## config.mk

```make
export PLATFORM = sky130hd
export DESIGN_NAME = id_ex_stage
export DESIGN_NICKNAME = d
export VERILOG_FILES = /design/src/rtl/id_ex_stage.sv
export SDC_FILE = /design/constraint.sdc
export NUM_CORES = 1
export LEC_CHECK = 0
export BUFFER_PORTS_ARGS = -buffer_cell sky130_fd_sc_hd__buf_2
export CORE_AREA = 2 2 146 148
export CTS_BUF_LIST = sky130_fd_sc_hd__clkbuf_4 sky130_fd_sc_hd__clkbuf_8
export DETAILED_ROUTE_END_ITERATION = 16
export DIE_AREA = 0 0 148 150
export GPL_TIMING_DRIVEN = 0
export PLACE_DENSITY_LB_ADDON = 0.1
export SLEW_MARGIN = 40
export SYNTH_ARGS = -nofsm -noshare
export SYNTH_HDL_FRONTEND = slang
export SYNTH_SLANG_ARGS = --single-unit
```

## constraint.sdc

```tcl
create_clock -name clk -period 1.8 [get_ports clk]
set_input_delay 0.09 -clock clk [delete_from_list [all_inputs] [get_ports clk]]
set_output_delay 0.09 -clock clk [all_outputs]
set_load 0.02 [all_outputs]
```

## src/rtl/id_ex_stage.sv

```systemverilog
// ID/EX pipeline register with load-use hazard detection and EX/MEM, MEM/WB operand forwarding.
// Feeds the ALU operands and function code directly in the EX cycle.
module id_ex_stage #(
  parameter int XLEN = 32,
  parameter int RA_W = 5
) (
  input  logic            clk,
  input  logic            rst,
  input  logic            flush_i,
  input  logic            id_valid,
  input  logic [XLEN-1:0] id_pc,
  input  logic [RA_W-1:0] id_rs1_addr,
  input  logic [RA_W-1:0] id_rs2_addr,
  input  logic [RA_W-1:0] id_rd_addr,
  input  logic            id_uses_rs1,
  input  logic            id_uses_rs2,
  input  logic [XLEN-1:0] id_rs1_data,
  input  logic [XLEN-1:0] id_rs2_data,
  input  logic [XLEN-1:0] id_imm,
  input  logic [2:0]      id_alu_control,
  input  logic            id_alu_src,
  input  logic            id_reg_write,
  input  logic            id_mem_read,
  input  logic            id_mem_write,
  input  logic            id_mem_to_reg,
  input  logic            exmem_reg_write,
  input  logic [RA_W-1:0] exmem_rd,
  input  logic [XLEN-1:0] exmem_result,
  input  logic            memwb_reg_write,
  input  logic [RA_W-1:0] memwb_rd,
  input  logic [XLEN-1:0] memwb_data,
  output logic            stall_o,
  output logic [XLEN-1:0] alu_a,
  output logic [XLEN-1:0] alu_b,
  output logic [2:0]      alu_control,
  output logic            ex_valid,
  output logic            ex_reg_write,
  output logic            ex_mem_read,
  output logic            ex_mem_write,
  output logic            ex_mem_to_reg,
  output logic [RA_W-1:0] ex_rd,
  output logic [XLEN-1:0] ex_pc,
  output logic [XLEN-1:0] ex_store_data
);

  logic            r_valid;
  logic            r_reg_write;
  logic            r_mem_read;
  logic            r_mem_write;
  logic            r_mem_to_reg;
  logic [2:0]      r_alu_control;
  logic            r_alu_src;
  logic [RA_W-1:0] r_rd;
  logic [RA_W-1:0] r_rs1_addr;
  logic [RA_W-1:0] r_rs2_addr;
  logic [XLEN-1:0] r_rs1_data;
  logic [XLEN-1:0] r_rs2_data;
  logic [XLEN-1:0] r_imm;
  logic [XLEN-1:0] r_pc;

  logic            w_hit_rs1;
  logic            w_hit_rs2;
  logic            w_stall;
  logic            w_bubble;
  logic [XLEN-1:0] w_fwd_rs1;
  logic [XLEN-1:0] w_fwd_rs2;

  // x0 is never forwarded; EX/MEM is younger than MEM/WB so it takes precedence
  function automatic logic [XLEN-1:0] fwd_sel(
    input logic [RA_W-1:0] addr,
    input logic [XLEN-1:0] rf_data,
    input logic            em_we,
    input logic [RA_W-1:0] em_rd,
    input logic [XLEN-1:0] em_val,
    input logic            mw_we,
    input logic [RA_W-1:0] mw_rd,
    input logic [XLEN-1:0] mw_val
  );
    logic [XLEN-1:0] res;
    if (addr == {RA_W{1'b0}}) begin
      res = rf_data;
    end else if (em_we && (em_rd == addr)) begin
      res = em_val;
    end else if (mw_we && (mw_rd == addr)) begin
      res = mw_val;
    end else begin
      res = rf_data;
    end
    return res;
  endfunction

  // Load-use hazard: the load in EX produces data the ID instruction needs next cycle
  always_comb begin
    w_hit_rs1 = id_uses_rs1 && (id_rs1_addr == r_rd);
    w_hit_rs2 = id_uses_rs2 && (id_rs2_addr == r_rd);
    w_stall   = r_valid && r_mem_read && (r_rd != {RA_W{1'b0}}) && id_valid && !flush_i
                && (w_hit_rs1 || w_hit_rs2);
    w_bubble  = flush_i || w_stall;
  end

  // Pipeline register: rst > flush > stall > load
  always_ff @(posedge clk) begin
    if (rst || w_bubble) begin
      r_valid       <= 1'b0;
      r_reg_write   <= 1'b0;
      r_mem_read    <= 1'b0;
      r_mem_write   <= 1'b0;
      r_mem_to_reg  <= 1'b0;
      r_alu_control <= 3'b000;
      r_alu_src     <= 1'b0;
      r_rd          <= {RA_W{1'b0}};
      r_rs1_addr    <= {RA_W{1'b0}};
      r_rs2_addr    <= {RA_W{1'b0}};
      r_rs1_data    <= {XLEN{1'b0}};
      r_rs2_data    <= {XLEN{1'b0}};
      r_imm         <= {XLEN{1'b0}};
      r_pc          <= {XLEN{1'b0}};
    end else begin
      r_valid       <= id_valid;
      r_reg_write   <= id_reg_write  && id_valid;
      r_mem_read    <= id_mem_read   && id_valid;
      r_mem_write   <= id_mem_write  && id_valid;
      r_mem_to_reg  <= id_mem_to_reg && id_valid;
      r_alu_control <= id_alu_control;
      r_alu_src     <= id_alu_src;
      r_rd          <= id_rd_addr;
      r_rs1_addr    <= id_rs1_addr;
      r_rs2_addr    <= id_rs2_addr;
      r_rs1_data    <= id_rs1_data;
      r_rs2_data    <= id_rs2_data;
      r_imm         <= id_imm;
      r_pc          <= id_pc;
    end
  end

  // Zero-latency forwarding into the ALU operand muxes
  always_comb begin
    w_fwd_rs1 = fwd_sel(r_rs1_addr, r_rs1_data, exmem_reg_write, exmem_rd, exmem_result,
                        memwb_reg_write, memwb_rd, memwb_data);
    w_fwd_rs2 = fwd_sel(r_rs2_addr, r_rs2_data, exmem_reg_write, exmem_rd, exmem_result,
                        memwb_reg_write, memwb_rd, memwb_data);
  end

  assign stall_o       = w_stall;
  assign alu_a         = w_fwd_rs1;
  assign alu_b         = r_alu_src ? r_imm : w_fwd_rs2;
  assign ex_store_data = w_fwd_rs2;
  assign alu_control   = r_alu_control;
  assign ex_valid      = r_valid;
  assign ex_reg_write  = r_reg_write;
  assign ex_mem_read   = r_mem_read;
  assign ex_mem_write  = r_mem_write;
  assign ex_mem_to_reg = r_mem_to_reg;
  assign ex_rd         = r_rd;
  assign ex_pc         = r_pc;

endmodule

```

==> results.sh <==
export IMPL_crit_required_ns=1.71
export IMPL_worst_setup_path_type="reg2out"
export IMPL_final_util_pct=65.7
export IMPL_grt_first_pass_wirelength_um=47100
export IMPL_drt_iter0_drc=394
export IMPL_synth_area_um2=7180
export IMPL_dpl_hpwl_um=22700
export IMPL_slowest_delay_ns=0.50
export IMPL_syn_to_final_growth_pct=89.2
export IMPL_min_from="rst"
export IMPL_combPwrFrac_pct=24.5
export IMPL_period_share_pct=143
export IMPL_pwr_share_clk_pct=33.8
export IMPL_cts_tree="done"
export IMPL_ys_seq_area_share_pct=42.4
export IMPL_remaining_drc_errors=0
export IMPL_pwr_share_seq_pct=41.7
export IMPL_clk_pin_slew_ns=0.09
export IMPL_finalSetupViolations=97
export IMPL_cp_depth=8
export IMPL_synth_cells=773
export IMPL_io_pins=375
export IMPL_postRouteAntennaNets=0
export IMPL_synth_area_leaders="dfxtp_1 (42%), and2_1 (13%), o2bb2ai_2 (6.3%)"
export IMPL_wirelength_um=32600
export IMPL_dieArea_um2=22200
export IMPL_cp_max_fo=5
export IMPL_fp_dieH_um=150
export IMPL_synth_avg_cell_area_um2=9.29
export IMPL_violations="setup timing"
export IMPL_min_path_cells=5
export IMPL_yosysTopAreaCell="dfxtp_1"
export IMPL_run_status="complete, but fails checks"
export IMPL_setup_slack_ns=-0.768
export IMPL_switching_share_pct=30.2
export IMPL_pwr_density_cell_nw_per_um2=629
export IMPL_critPathCaptureType="output port"
export IMPL_tns_ns=-67.75
export IMPL_fmax_mhz=389
export IMPL_num_rows=53
export IMPL_hp_class="in2reg"
export IMPL_slowest_stage="or3_4"
export IMPL_p_int_mw=5.96
export IMPL_initial_core_util_pct=34.7
export IMPL_grt_max_degree=17
export IMPL_yosysUniqueCellTypes=39
export IMPL_h_tree_depth=4
export IMPL_r2r_cells=7
export IMPL_fp_dieW_um=148
export IMPL_nFillCells=1660
export IMPL_place_gp_congestion=0.844
export IMPL_start_kind="register"
export IMPL_final_hold_viol_count=0
export IMPL_fin_worst_skew_ns=0.0155
export IMPL_fin_crit_ns=2.57
export IMPL_drive_above_1_share_pct=49.4
export IMPL_track_usage_pct=28.1
export IMPL_yosys_warnings=0
export IMPL_whs_ns=0.262
export IMPL_grt_pass1_vias=8316
export IMPL_ir_worst_vdd_v=0.000456
export IMPL_cp_top_family="simple AND/OR/NAND/NOR gates"
export IMPL_leakage_nw=5.97
export IMPL_max_cap_violations=0
export IMPL_r2r_start="ex_rd[4]"
export IMPL_nets=1600
export IMPL_cp_data_arrival_time_ns=2.48
export IMPL_place_worst_setup_slack_ns=-0.652
export IMPL_dr_pass1_iters=5
export IMPL_antenna_found_initial=6
export IMPL_cts_sinks=152
export IMPL_syn_nets=1006
export IMPL_cts_buffers=17
export IMPL_grt_overflow=0
export IMPL_crit_chain="xnor2_1 > nand4_1 > or3_4 > and2_4 > buf_4 > buf_16 > o2bb2ai_2 > buf_6"
export IMPL_finalPower_mw=8.54
export IMPL_cp_num_buf_inv=3
export IMPL_insertion_delay_ns=0.46
export IMPL_synth_top_area_share_pct=42.4
export IMPL_final_max_slew_viol_count=0
export IMPL_startpoint="r_rs2_addr[1]"
export IMPL_ys_ff_latch=152
export IMPL_place_port_buffers=374
export IMPL_cts_root_buffer="clkbuf_8"
export IMPL_core_um2=20700
export IMPL_vias=8205
export IMPL_worstMarginPinSlew_ns=0.487
export IMPL_maxSlewHeadroom_pct=67.5
export IMPL_cts_max_path_buffers=2
export IMPL_switchingPower_mw=2.58
export IMPL_rsz0062_at_grt="true"
export IMPL_routed_via_density=4.95
export IMPL_route_detailed_wl_per_inst_um=19.6
==> worst min-delay path: stages <==
cell and delay, ns:
buf_2 0.11, a211oi_4 0.05, buf_6 0.12, buf_8 0.14, and3_1 0.17
==> cell families after synthesis <==
logic type / after synthesis / synth area share [%]
XOR/XNOR: 30 / 3.66
multiplexers: 32 / 4.46
flip-flops: 152 / 42.4
AND/OR/NAND/NOR: 321 / 25.8
buffers and inverters: 104 / 6.53
AO/OA/AOI/OAI: 134 / 17.1
==> cell type report <==
cell class,count,area [um2],area share [%]
clock inverters,14,188,1.38
plain buffers,63,594,4.38
diodes,5,12.5,0.0921
flip-flops and latches,152,3080,22.7
repair buffers,579,4340,31.9
multi-input cells,517,4650,34.3
inverters,37,139,1.02
well taps,275,344,2.53
clock buffers,17,234,1.72
==> through the flow <==
stage,instance area [um2],cells
finish,13600,1659
global route,13600,1659
CTS,13300,1647
detailed placement,9540,1422
global placement,9540,1422
floorplan,7330,773
==> Yosys cell counts <==
cell / count
a211oi_2: 1
a21oi_1: 16
a221o_1: 15
a32oi_1: 17
and2_1: 149
and3_1: 20
buf_1: 2
buf_2: 16
buf_4: 2
buf_6: 1
buf_8: 3
clkbuf_1: 35
clkbuf_2: 8
dfxtp_1: 152
inv_1: 37
mux2i_1: 32
nand2_1: 39
nand3_1: 30
nand4_1: 5
nand4b_1: 15
nor2_1: 17
nor2_4: 1
nor2b_1: 18
nor3_1: 21
nor3_2: 1
nor4_1: 1
o211ai_1: 15
o21a_1: 1
o21ai_0: 17
o21ai_1: 2
o221ai_1: 17
o22ai_1: 1
o2bb2ai_1: 2
o2bb2ai_2: 30
or2_2: 1
or3_1: 2
or4_4: 1
xnor2_1: 26
xor2_1: 4
==> power groups by stage <==
| stage | clock (mW) | combinational, mW | sequential (mW) |
|---|---|---|---|
| after floorplan | 0 | 0.743 | 3.67 |
| after global placement | 0 | 1.41 | 3.64 |
| after detailed placement | 0 | 1.41 | 3.64 |
| after CTS | 2.92 | 2.00 | 3.56 |
| after global routing | 3.07 | 2.22 | 3.57 |
| final | 2.88 | 2.10 | 3.56 |
==> cell usage in the layout (no fill, tap or decap), types with 7 or more instances in the layout <==
cell type,Yosys,routed
buf_12,0,9
nor3_4,0,8
nor2b_1,18,17
buf_2,16,314
dfxtp_1,152,137
xnor2_1,26,16
buf_6,1,81
mux2i_4,0,26
dlygate4sd3_1,0,152
o2bb2ai_2,30,27
xnor2_2,0,10
a221o_1,15,15
nor2_1,17,13
a21oi_1,16,15
nand3_1,30,30
o211ai_1,15,15
inv_1,37,37
nand4b_1,15,15
clkbuf_2,8,11
o221ai_2,0,11
dfxtp_2,0,7
nor3_2,1,13
and2_1,149,147
buf_4,2,48
o21ai_2,0,15
clkbuf_8,0,24
and3_1,20,19
a32oi_1,17,11
dfxtp_4,0,8
nand2_1,39,38
==> timing repair <==
item | CTS | global route
hold buffers | 152 | 0
resized for setup | 355 | 77
endpoints found under the hold margin | 152 | 0
cloned | 6 | 1
buffers inserted | 40 | 7
setup endpoints to repair | 249 | 229
pin swaps | 31 | 24
==> path summary, 6_finish.rpt <==
path	endpoint	slack, ns
max	ex_store_data[26]	-0.77
max reg2reg	r_rs1_data[26]	0.06
min reg2reg	ex_mem_write	1.22
min	ex_mem_write	0.26
==> per-layer routing <==
metal / vias to the layer above / GRT usage (%) / routed length (um)
met1: 3888 / 33.0 / 12800
met4: 2 / 11.7 / 1080
met2: 371 / 48.8 / 16300
met5: - / 0 / 13
met3: 64 / 7.26 / 2370
li1: 3880 / - / -
(Power assumes the default switching activity.)
